## src/rtl/wb_pipe_reg.sv

```systemverilog
// -----------------------------------------------------------------------------
// wb_pipe_reg
// Pipeline register between the memory-access and write-back stages. Carries
// NUM_CH independent write channels (address, enable, data) plus a valid bit.
//
// Per-edge action, in priority order:
//   reset  : clear everything (and the counters)
//   flush  : clear the stage, counters untouched, stall ignored
//   hold   : stall[STAGE+1]=1, keep contents
//   bubble : stall[STAGE]=1 and stall[STAGE+1]=0, clear the stage
//   load   : capture inputs; write enables are gated by valid_i
//
// Optional feature macro: WB_PIPE_PERF_CNT_EN
//   When defined, adds saturating bubble/hold counters and a synchronous clear.
//
// Ports:
//   clk          in   clock, all state changes on posedge
//   rst          in   synchronous active-high reset
//   stall        in   STALL_W stall vector, 1 = stop
//   flush_i      in   exception flush
//   valid_i      in   producer slot holds a real instruction
//   ch_waddr_i   in   packed addresses, channel k at [k*ADDR_W +: ADDR_W]
//   ch_we_i      in   per-channel write enables
//   ch_wdata_i   in   packed data, channel k at [k*DATA_W +: DATA_W]
//   valid_o      out  registered valid
//   ch_waddr_o   out  registered addresses
//   ch_we_o      out  registered, valid-gated write enables
//   ch_wdata_o   out  registered data
//   cnt_clr_i    in   counter clear            (macro only)
//   bubble_cnt_o out  bubbles inserted         (macro only)
//   hold_cnt_o   out  hold cycles              (macro only)
// -----------------------------------------------------------------------------
module wb_pipe_reg #(
  parameter int NUM_CH  = 3,
  parameter int DATA_W  = 32,
  parameter int ADDR_W  = 5,
  parameter int STALL_W = 6,
  parameter int STAGE   = 4,
  parameter int CNT_W   = 16
) (
  input  logic                     clk,
  input  logic                     rst,
  input  logic [STALL_W-1:0]       stall,
  input  logic                     flush_i,
  input  logic                     valid_i,
  input  logic [NUM_CH*ADDR_W-1:0] ch_waddr_i,
  input  logic [NUM_CH-1:0]        ch_we_i,
  input  logic [NUM_CH*DATA_W-1:0] ch_wdata_i,
  output logic                     valid_o,
  output logic [NUM_CH*ADDR_W-1:0] ch_waddr_o,
  output logic [NUM_CH-1:0]        ch_we_o,
  output logic [NUM_CH*DATA_W-1:0] ch_wdata_o
`ifdef WB_PIPE_PERF_CNT_EN
  ,
  input  logic                     cnt_clr_i,
  output logic [CNT_W-1:0]         bubble_cnt_o,
  output logic [CNT_W-1:0]         hold_cnt_o
`endif
);

  logic w_hold;
  logic w_bubble;
  logic w_clear;
  logic w_unused_stall;

  // Consumer stalled: keep contents no matter what the producer does.
  assign w_hold   = stall[STAGE+1];
  // Producer stalled but consumer free: push a bubble downstream.
  assign w_bubble = stall[STAGE] & ~stall[STAGE+1];
  // Reset and flush outrank the stall bits, so they sit in front of the hold.
  assign w_clear  = rst | flush_i | w_bubble;

  // Only two bits of the stall vector belong to this stage.
  assign w_unused_stall = ^stall;

  logic r_valid;

  always_ff @(posedge clk) begin
    if (w_clear) begin
      r_valid <= 1'b0;
    end else if (!w_hold) begin
      r_valid <= valid_i;
    end
  end

  assign valid_o = r_valid;

  genvar gi;
  generate
    for (gi = 0; gi < NUM_CH; gi++) begin : g_ch
      logic [ADDR_W-1:0] r_waddr;
      logic              r_we;
      logic [DATA_W-1:0] r_wdata;

      always_ff @(posedge clk) begin
        if (w_clear) begin
          r_waddr <= '0;
          r_we    <= 1'b0;
          r_wdata <= '0;
        end else if (!w_hold) begin
          // Address/data load regardless of valid; only the enable is gated,
          // so an invalid slot can never cause a register write.
          r_waddr <= ch_waddr_i[gi*ADDR_W +: ADDR_W];
          r_we    <= ch_we_i[gi] & valid_i;
          r_wdata <= ch_wdata_i[gi*DATA_W +: DATA_W];
        end
      end

      assign ch_waddr_o[gi*ADDR_W +: ADDR_W] = r_waddr;
      assign ch_we_o[gi]                     = r_we;
      assign ch_wdata_o[gi*DATA_W +: DATA_W] = r_wdata;
    end
  endgenerate

`ifdef WB_PIPE_PERF_CNT_EN
  localparam logic [CNT_W-1:0] LP_CNT_ONE = CNT_W'(1);

  logic [CNT_W-1:0] r_hold_cnt;
  logic [CNT_W-1:0] r_bubble_cnt;

  // Clear wins over increment; flush freezes both counters; saturate at '1.
  always_ff @(posedge clk) begin
    if (rst || cnt_clr_i) begin
      r_hold_cnt   <= '0;
      r_bubble_cnt <= '0;
    end else if (!flush_i) begin
      if (w_hold && (r_hold_cnt != '1)) begin
        r_hold_cnt <= r_hold_cnt + LP_CNT_ONE;
      end
      if (w_bubble && (r_bubble_cnt != '1)) begin
        r_bubble_cnt <= r_bubble_cnt + LP_CNT_ONE;
      end
    end
  end

  assign hold_cnt_o   = r_hold_cnt;
  assign bubble_cnt_o = r_bubble_cnt;
`else
  logic [CNT_W-1:0] w_unused_cnt;
  assign w_unused_cnt = '0;
`endif

endmodule
```

## config.mk

```make
export PLATFORM = sky130hd
export DESIGN_NAME = wb_pipe_reg
export DESIGN_NICKNAME = d
export VERILOG_FILES = /design/src/rtl/wb_pipe_reg.sv
export SDC_FILE = /design/constraint.sdc
export NUM_CORES = 1
export LEC_CHECK = 0
export CAP_MARGIN = 20
export CORE_MARGIN = 4
export CORE_UTILIZATION = 35
export DETAILED_ROUTE_END_ITERATION = 8
export PLACE_DENSITY = 0.71
export SYNTH_ARGS = -nofsm -noshare
export SYNTH_HDL_FRONTEND = slang
export SYNTH_SLANG_ARGS = --single-unit
```

## constraint.sdc

```tcl
create_clock -name clk -period 2.6 [get_ports clk]
set_input_delay 0.39 -clock clk [delete_from_list [all_inputs] [get_ports clk]]
set_output_delay 0.39 -clock clk [all_outputs]
set_load 0.01 [all_outputs]
```

# --- Yosys cells after proc, flatten, opt, wreduce, memory -nomap -nowiden ---
# Cells that the tools add are included.
op_classes:
  bitwise_logic: 7
ops:
  columns: ["op", "n"]
  rows:
  - ["1-bit bitwise AND", 4]
  - ["1-bit OR", 2]
  - ["1-bit inverter", 1]
totals:
  register_bits: 115
  word_cells: 17
  in_bits: 124
  output_inout_bits: 115

# --- Depth between registers and ports, before layout ---
# Gate-level depths: netlist (run 1).
logic_depth:
  ltp_word: 3
  depth_mapped: 5
  mapped_depth_nobuf: 2

# --- Worst setup path before layout (run 1) ---
# OpenSTA, ideal clock, no wires.
synth_timing:
  kind: "in2reg"
  startpoint: "input port stall[4]"
  endpoint: "register g_ch[0].r_wdata[0]"
  setup_slack_ps: 1356
  required_ps: 2477
  n_path_buf: 3
  cell_stages: 5
  arrival_ps: 1122
  setup_time_ps: 123
  path_cell_list: "nor2b_1 -> buf_2 -> buf_2 -> buf_2 -> nor3_2"
synth_between:
  elab_chain_cells: 2
synth_lines:
  columns: ["item", "line", "text"]
  rows:
  - ["from (decl)", "43", "input logic [STALL_W-1:0] stall,"]
  - ["1-bit bitwise AND", "69", "assign w_bubble = stall[STAGE] & ~stall[STAGE+1];"]
  - ["1-bit OR", "71", "assign w_clear = rst | flush_i | w_bubble;"]
  - ["to (signal assigned)", "105", "r_wdata <= ch_wdata_i[gi*DATA_W +: DATA_W];"]
  - ["to (decl)", "93", "logic [DATA_W-1:0] r_wdata;"]
# No other way between the ends.
# A chain may end at the register's enable or synchronous reset.

# --- Worst setup path in the final report (run 1) ---
layout_timing:
  startpoint: "register g_ch[1].r_wdata[0]"
  endpoint: "output port ch_wdata_o[32]"
layout_rtl:
  columns: ["item", "line", "text"]
  rows:
  - ["from (decl)", "93", null]
  - ["from (signal assigned)", "105", null]
  - ["to (decl)", "52", "output logic [NUM_CH*DATA_W-1:0] ch_wdata_o"]
# No word-level cell between the ends.

==> results of run 1 <==
## flip-flops by register name (all words and copies together) (netlist names)
signal	cells
g_ch.r_wdata	96
g_ch.r_waddr	15
g_ch.r_we	3
valid_o	1
## cell type report
class	count	area, sq um
Clock buffer	22	474
Clock inverter	10	130
Fill cell	1070	5160
Multi-Input combinational cell	235	2010
Sequential cell	115	2300
Tap cell	172	215
Timing Repair Buffer	241	2430
## synth_stat cells, drive strengths merged
| cell | n | area, sq um |
|---|---|---|
| a211oi | 3 | 22.5 |
| buf | 36 | 254 |
| clkbuf | 6 | 22.5 |
| dfxtp | 115 | 2300 |
| mux2i | 112 | 1120 |
| nand2 | 3 | 11.3 |
| nand3b | 3 | 22.5 |
| nor2b | 1 | 6.26 |
| nor3 | 112 | 811 |
| or2 | 1 | 6.26 |
## cell families after synthesis
family	synth area share, %
simple gates	18.7
flops	50.3
mux	24.5
buf+inv	6.04
compound gates	0.492
## power groups by stage
stage	combinational [uW]	clock [uW]	sequential [uW]
2_1_floorplan	255	0	1890
3_5_place_dp	585	0	1870
4_1_cts	588	2420	1840
6_report	581	2360	1840
3_3_place_gp	575	0	1870
5_1_grt	620	2500	1840
## stage by stage
stage                     setup slack [ps]  total power [uW]  cell area, sq um  instances
after global placement                 735              2450              6960        763
after global routing                   815              4960              7570        795
after CTS                              844              4850              7570        795
after detailed placement               686              2460              6960        763
final                                  878              4780              7570        795
after floorplan                       1360              2150              4580        392
## routing by layer
layer  vias up  wire length [microns]  global-route usage, %  share of wire (%)
li1       1842                      -                      -                  -
met1      1736                   5040                   18.6                 38
met2       166                   6330                   28.5                 48
met3        26                   1460                   9.22                 11
met4         0                    346                   8.26                2.6
met5         -                      0                      0                  0
## path summary, 6_finish.rpt
| path | startpoint | endpoint | slack [ps] |
|---|---|---|---|
| worst max-delay path | g_ch[1].r_wdata[0]$_SDFFE_PP0N_ | ch_wdata_o[32] | 880 |
| worst min-delay path | stall[5] | g_ch[1].r_we$_SDFFE_PP0N_ | 380 |
| worst max register to register | g_ch[2].r_we$_SDFFE_PP0N_ | g_ch[2].r_we$_SDFFE_PP0N_ | 1910 |
| worst min register to register | g_ch[0].r_we$_SDFFE_PP0N_ | g_ch[0].r_we$_SDFFE_PP0N_ | 490 |
==> flow_results.xml, run 1 <==
<?xml version="1.0" encoding="UTF-8"?>
<metrics>
  <group name="synth">
    <metric name="total_standard_cell_area_after_synthesis" unit="sq um">4580</metric>
    <metric name="syn-instance-count" unit="">392</metric>
    <metric name="syn-mean-instance-area" unit="sq um">11.7</metric>
    <metric name="mapped_nets" unit="">516</metric>
    <metric name="postSynthRegisterBits" unit="">115</metric>
    <metric name="ys_seq_area_share" unit="%">50.3</metric>
    <metric name="yosysUniqueCellTypes" unit="">13</metric>
    <metric name="yosys_warnings" unit="">0</metric>
  </group>
  <group name="clocking">
    <metric name="numClockSinks" unit="">115</metric>
    <metric name="post_cts_hold_buffer_count" unit="">0</metric>
    <metric name="cts_tree" unit="">yes</metric>
    <metric name="ctsLongestPathBuffers" unit="">2</metric>
    <metric name="worst_skew_pair.late_latency" unit="ps">410</metric>
    <metric name="numCtsBuffers" unit="">17</metric>
    <metric name="cts_htree_levels" unit="">4</metric>
    <metric name="post_cts.resized_instances" unit="">0</metric>
    <metric name="clockRootBuffer" unit="">sky130_fd_sc_hd__clkbuf_16</metric>
    <metric name="post-cts-setup-buffer-count" unit="">0</metric>
    <metric name="clkSlewWorstSetupHoldPaths" unit="ps">60</metric>
  </group>
  <group name="global_routing">
    <metric name="grt_antenna_before_repair" unit="">0</metric>
    <metric name="grt_first_pass_wirelength" unit="mm">20.2</metric>
    <metric name="grt_max_degree" unit="">67</metric>
    <metric name="global_route.usage.total" unit="%">17.5</metric>
    <metric name="vias_in_the_first_global_route" unit="">3946</metric>
    <metric name="globalRoute.totalOverflow" unit="">0</metric>
  </group>
  <group name="routing">
    <metric name="drc" unit="">0</metric>
    <metric name="detail_route.first_pass.iterations" unit="">4</metric>
    <metric name="antenna_left" unit="">0</metric>
    <metric name="wl_per_cell" unit="microns">16.6</metric>
    <metric name="finalWirelength" unit="mm">13.2</metric>
    <metric name="via_count" unit="">3770</metric>
    <metric name="drt-initial-drc-count" unit="">128</metric>
    <metric name="vias_per_cell" unit="">4.74</metric>
  </group>
  <group name="floorplanning">
    <metric name="design.die.area" unit="sq um">15000</metric>
    <metric name="die_width" unit="microns">122</metric>
    <metric name="start_util" unit="%">36.0</metric>
    <metric name="coreArea" unit="sq um">12700</metric>
    <metric name="top_level_ports" unit="">239</metric>
    <metric name="vertical_extent_of_the_die" unit="microns">122</metric>
    <metric name="rows" unit="">41</metric>
  </group>
  <group name="pwr">
    <metric name="switching_share" unit="%">22.1</metric>
    <metric name="power.sequential.fraction" unit="%">38.4</metric>
    <metric name="power.share.combinational" unit="%">12.1</metric>
    <metric name="p_sw" unit="uW">1060</metric>
    <metric name="internal_power" unit="uW">3730</metric>
    <metric name="leakagePower" unit="uW">0.00293</metric>
    <metric name="clkPwrFrac" unit="%">49.4</metric>
    <metric name="vdd_ir_drop_max" unit="uV">412</metric>
    <metric name="cellPowerDensity" unit="nW/um^2">632</metric>
  </group>
  <group name="run_status">
    <metric name="outcome" unit="">finished, final reports clean</metric>
  </group>
  <group name="layout">
    <metric name="antenna_cells_inserted" unit="">0</metric>
    <metric name="drive_above_1_share" unit="%">14.4</metric>
    <metric name="layout.cells.most_common" unit="">sky130_fd_sc_hd__clkdlybuf4s50_1</metric>
    <metric name="number_of_nets_in_the_layout" unit="">734</metric>
    <metric name="syn_to_final_growth" unit="%">65.2</metric>
    <metric name="utilization" unit="%">59.5</metric>
    <metric name="final_cell_mix" unit="">sky130_fd_sc_hd__clkdlybuf4s50_1, sky130_fd_sc_hd__dfxtp_1, sky130_fd_sc_hd__mux2i_1, sky130_fd_sc_hd__nor3_1, sky130_fd_sc_hd__nor3_2</metric>
  </group>
  <group name="sta">
    <metric name="final-setup-viol-count" unit="">0</metric>
    <metric name="finalCritPeriodShare" unit="%">66.2</metric>
    <metric name="achievable_clock_frequency" unit="MHz">581</metric>
    <metric name="final-max-slew-violation-count" unit="">0</metric>
    <metric name="timing.final.crit_period" unit="ps">1720</metric>
    <metric name="setup_total_negative_slack" unit="ps">0</metric>
    <metric name="rsz0062_at_grt" unit="">false</metric>
    <metric name="worst_pin_slew" unit="ps">699</metric>
    <metric name="timing.hold.ws" unit="ps">383</metric>
    <metric name="worst_clock_skew" unit="ps">0</metric>
    <metric name="hold_viol_final" unit="">0</metric>
    <metric name="slew-limit-headroom" unit="%">53.4</metric>
  </group>
  <group name="flow_run">
    <metric name="number_of_maximum_capacitance_violations" unit="">0</metric>
  </group>
  <group name="setup_path">
    <metric name="worst_setup_path_end_kind" unit="">output port</metric>
    <metric name="cp_data_arrival_time" unit="ps">1330</metric>
    <metric name="timing.critical_path.cells" unit="">clkdlybuf4s50_1</metric>
    <metric name="timing_worst_setup_path_type" unit="">flip-flop to output port</metric>
    <metric name="slowest_stage" unit="">sky130_fd_sc_hd__clkdlybuf4s50_1</metric>
    <metric name="cp_top_family" unit="">buffers and inverters</metric>
    <metric name="critPathMaxFanout" unit="">2</metric>
    <metric name="slowest_delay" unit="ps">580</metric>
    <metric name="critical_path_required" unit="ps">2210</metric>
    <metric name="r2r_cells" unit="">2</metric>
    <metric name="worst-path-buf-inv" unit="">1</metric>
    <metric name="crit_start_category" unit="">flip-flop</metric>
    <metric name="total_number_of_cells_along_the_worst_setup_path" unit="">1</metric>
  </group>
  <group name="hold_path">
    <metric name="hold_class" unit="">input port to flip-flop</metric>
    <metric name="min_path_cells" unit="">3</metric>
  </group>
  <group name="placement">
    <metric name="place_hpwl" unit="mm">9.39</metric>
    <metric name="gp_congestion" unit="">0.722</metric>
    <metric name="port_buffers" unit="">234</metric>
  </group>
</metrics>
No activity file was read; power rests on OpenSTA's default activity.
==> inputs of run 2 (changes only) <==
- PLACE_DENSITY: 0.71 -> 0.74
- clock period: 2.6 -> 1.5 ns (I/O delays scaled with it)
==> flow_results.xml, run 2 (same netlist as run 1, synthesis figures left out) <==
<?xml version="1.0" encoding="UTF-8"?>
<metrics>
  <group name="placement">
    <metric name="place_hpwl" unit="mm">9.45</metric>
    <metric name="placed_cells" unit="">767</metric>
    <metric name="gp_congestion" unit="">0.751</metric>
    <metric name="post-place-ws" unit="ps">28.5</metric>
    <metric name="port_buffers" unit="">234</metric>
  </group>
  <group name="sta">
    <metric name="final-max-slew-violation-count" unit="">0</metric>
    <metric name="achievable_clock_frequency" unit="MHz">790</metric>
    <metric name="worst_pin_slew" unit="ps">297</metric>
    <metric name="timing.final.crit_period" unit="ps">1270</metric>
    <metric name="slew-limit-headroom" unit="%">80.2</metric>
    <metric name="finalCritPeriodShare" unit="%">84.4</metric>
    <metric name="worst_clock_skew" unit="ps">0</metric>
    <metric name="finalWorstSetupSlack" unit="ps">234</metric>
    <metric name="setup_total_negative_slack" unit="ps">0</metric>
    <metric name="timing.hold.ws" unit="ps">164</metric>
    <metric name="hold_viol_final" unit="">0</metric>
    <metric name="rsz0062_at_grt" unit="">false</metric>
    <metric name="final-setup-viol-count" unit="">0</metric>
  </group>
  <group name="pwr">
    <metric name="vdd_ir_drop_max" unit="uV">593</metric>
    <metric name="power.sequential.fraction" unit="%">39.2</metric>
    <metric name="clkPwrFrac" unit="%">48.7</metric>
    <metric name="power.share.combinational" unit="%">12.0</metric>
    <metric name="cellPowerDensity" unit="nW/um^2">1080</metric>
    <metric name="switching_share" unit="%">22.3</metric>
    <metric name="internal_power" unit="uW">6300</metric>
    <metric name="leakagePower" unit="uW">0.00349</metric>
    <metric name="p_sw" unit="uW">1810</metric>
    <metric name="design_power_total" unit="uW">8110</metric>
  </group>
  <group name="layout">
    <metric name="stdcell_count" unit="">799</metric>
    <metric name="final_cell_mix" unit="">sky130_fd_sc_hd__clkdlybuf4s50_1, sky130_fd_sc_hd__dfxtp_1, sky130_fd_sc_hd__dlygate4sd2_1, sky130_fd_sc_hd__mux2i_1, sky130_fd_sc_hd__nor3_1</metric>
    <metric name="multiInputGateArea" unit="sq um">2010</metric>
    <metric name="drive_above_1_share" unit="%">15.2</metric>
    <metric name="num-fill-cells" unit="">1145</metric>
    <metric name="top_register" unit="">g_ch.r_wdata</metric>
    <metric name="antenna_cells_inserted" unit="">0</metric>
    <metric name="number_of_nets_in_the_layout" unit="">738</metric>
    <metric name="layout.cells.most_common" unit="">sky130_fd_sc_hd__clkdlybuf4s50_1</metric>
    <metric name="syn_to_final_growth" unit="%">63.6</metric>
    <metric name="largest_registers" unit="">g_ch.r_wdata x96, g_ch.r_waddr x15, g_ch.r_we x3</metric>
    <metric name="largest_register_ff_count" unit="">96</metric>
    <metric name="area.sequential" unit="sq um">2300</metric>
  </group>
  <group name="global_routing">
    <metric name="grt_max_degree" unit="">53</metric>
    <metric name="grt_first_pass_wirelength" unit="mm">20.0</metric>
    <metric name="global_route.usage.total" unit="%">17.0</metric>
    <metric name="globalRoute.totalOverflow" unit="">0</metric>
    <metric name="grt_antenna_before_repair" unit="">0</metric>
    <metric name="vias_in_the_first_global_route" unit="">3991</metric>
  </group>
  <group name="hold_path">
    <metric name="hold_class" unit="">input port to flip-flop</metric>
    <metric name="min_path_cells" unit="">3</metric>
  </group>
  <group name="setup_path">
    <metric name="critPathMaxFanout" unit="">2</metric>
    <metric name="slowest_stage" unit="">sky130_fd_sc_hd__dfxtp_1</metric>
    <metric name="timing.critical_path.cells" unit="">dlygate4sd2_1</metric>
    <metric name="cp_data_arrival_time" unit="ps">1040</metric>
    <metric name="crit_start_category" unit="">flip-flop</metric>
    <metric name="timing_worst_setup_path_type" unit="">flip-flop to output port</metric>
    <metric name="slowest_delay" unit="ps">340</metric>
    <metric name="total_number_of_cells_along_the_worst_setup_path" unit="">1</metric>
    <metric name="worst_setup_path_end_kind" unit="">output port</metric>
    <metric name="r2r_cells" unit="">2</metric>
    <metric name="cp_top_family" unit="">flip-flops</metric>
    <metric name="critical_path_required" unit="ps">1270</metric>
    <metric name="worst-path-buf-inv" unit="">1</metric>
  </group>
  <group name="floorplanning">
    <metric name="design.die.area" unit="sq um">15000</metric>
    <metric name="vertical_extent_of_the_die" unit="microns">122</metric>
    <metric name="start_util" unit="%">36.0</metric>
    <metric name="rows" unit="">41</metric>
    <metric name="top_level_ports" unit="">239</metric>
    <metric name="die_width" unit="microns">122</metric>
    <metric name="coreArea" unit="sq um">12700</metric>
  </group>
  <group name="routing">
    <metric name="detail_route.first_pass.iterations" unit="">4</metric>
    <metric name="drc" unit="">0</metric>
    <metric name="drt-initial-drc-count" unit="">142</metric>
    <metric name="wl_per_cell" unit="microns">16.2</metric>
    <metric name="via_count" unit="">3768</metric>
    <metric name="vias_per_cell" unit="">4.72</metric>
    <metric name="finalWirelength" unit="mm">12.9</metric>
    <metric name="antenna_left" unit="">0</metric>
  </group>
  <group name="run_status">
    <metric name="outcome" unit="">finished, final reports clean</metric>
  </group>
  <group name="clocking">
    <metric name="post_cts_hold_buffer_count" unit="">0</metric>
    <metric name="clockRootBuffer" unit="">sky130_fd_sc_hd__clkbuf_16</metric>
    <metric name="clkSlewWorstSetupHoldPaths" unit="ps">50</metric>
    <metric name="cts_htree_levels" unit="">4</metric>
    <metric name="worst_skew_pair.late_latency" unit="ps">400</metric>
    <metric name="numClockSinks" unit="">115</metric>
    <metric name="numCtsBuffers" unit="">17</metric>
    <metric name="cts_tree" unit="">yes</metric>
    <metric name="ctsLongestPathBuffers" unit="">2</metric>
  </group>
  <group name="flow_run">
    <metric name="number_of_maximum_capacitance_violations" unit="">0</metric>
  </group>
</metrics>
[run 2: worst paths after layout]
check	startpoint	endpoint	slack [ps]
min reg2reg	g_ch[0].r_we$_SDFFE_PP0N_	g_ch[0].r_we$_SDFFE_PP0N_	470
max reg2reg	g_ch[2].r_wdata[26]$_SDFFE_PP0N_	g_ch[2].r_wdata[26]$_SDFFE_PP0N_	810
max	g_ch[2].r_wdata[20]$_SDFFE_PP0N_	ch_wdata_o[84]	230
min	stall[5]	g_ch[0].r_we$_SDFFE_PP0N_	160
[run 2: stage by stage]
stage / util (%) / cell area [sq um]
CTS: 58.9 / 7490
finish: 58.9 / 7490
global placement: 55.4 / 7040
global route: 58.9 / 7490
floorplan: - / 4580
detailed placement: 55.4 / 7040
[run 2: cell type report]
| cell class | instances | share of cell area, % |
|---|---|---|
| clock buffer | 22 | 6.46 |
| sequential | 115 | 30.7 |
| timing repair buffer | 245 | 31.7 |
| tap | 172 | 2.87 |
| clock inverter | 10 | 1.40 |
| multi-input combinational | 235 | 26.8 |
[run 2: tightest hold or removal path, stage by stage]
cell	delay [ps]
sky130_fd_sc_hd__buf_6	150
sky130_fd_sc_hd__nand2_1	70
sky130_fd_sc_hd__a211oi_1	50
[run 2: power groups by stage]
stage	combinational, uW	sequential, uW	clock (uW)
3_3_place_gp	1020	3240	0
4_1_cts	989	3180	4040
6_report	976	3180	3950
3_5_place_dp	1040	3250	0
2_1_floorplan	443	3280	0
5_1_grt	1040	3190	4220
[run 2: metal layers]
metal	GRT usage, %	vias up	part of all wire [%]
li1	-	1843	-
met1	18.9	1742	40
met2	28.5	163	48
met3	6.87	20	9.5
met4	7.98	0	2.1
met5	0	-	0
[run 2: what timing repair did]
action / in CTS / in global routing
endpoints found under the hold margin: 0 / 0
buffers inserted: 0 / 0
endpoints found under the setup margin: 114 / 1
resized for setup: 114 / 1
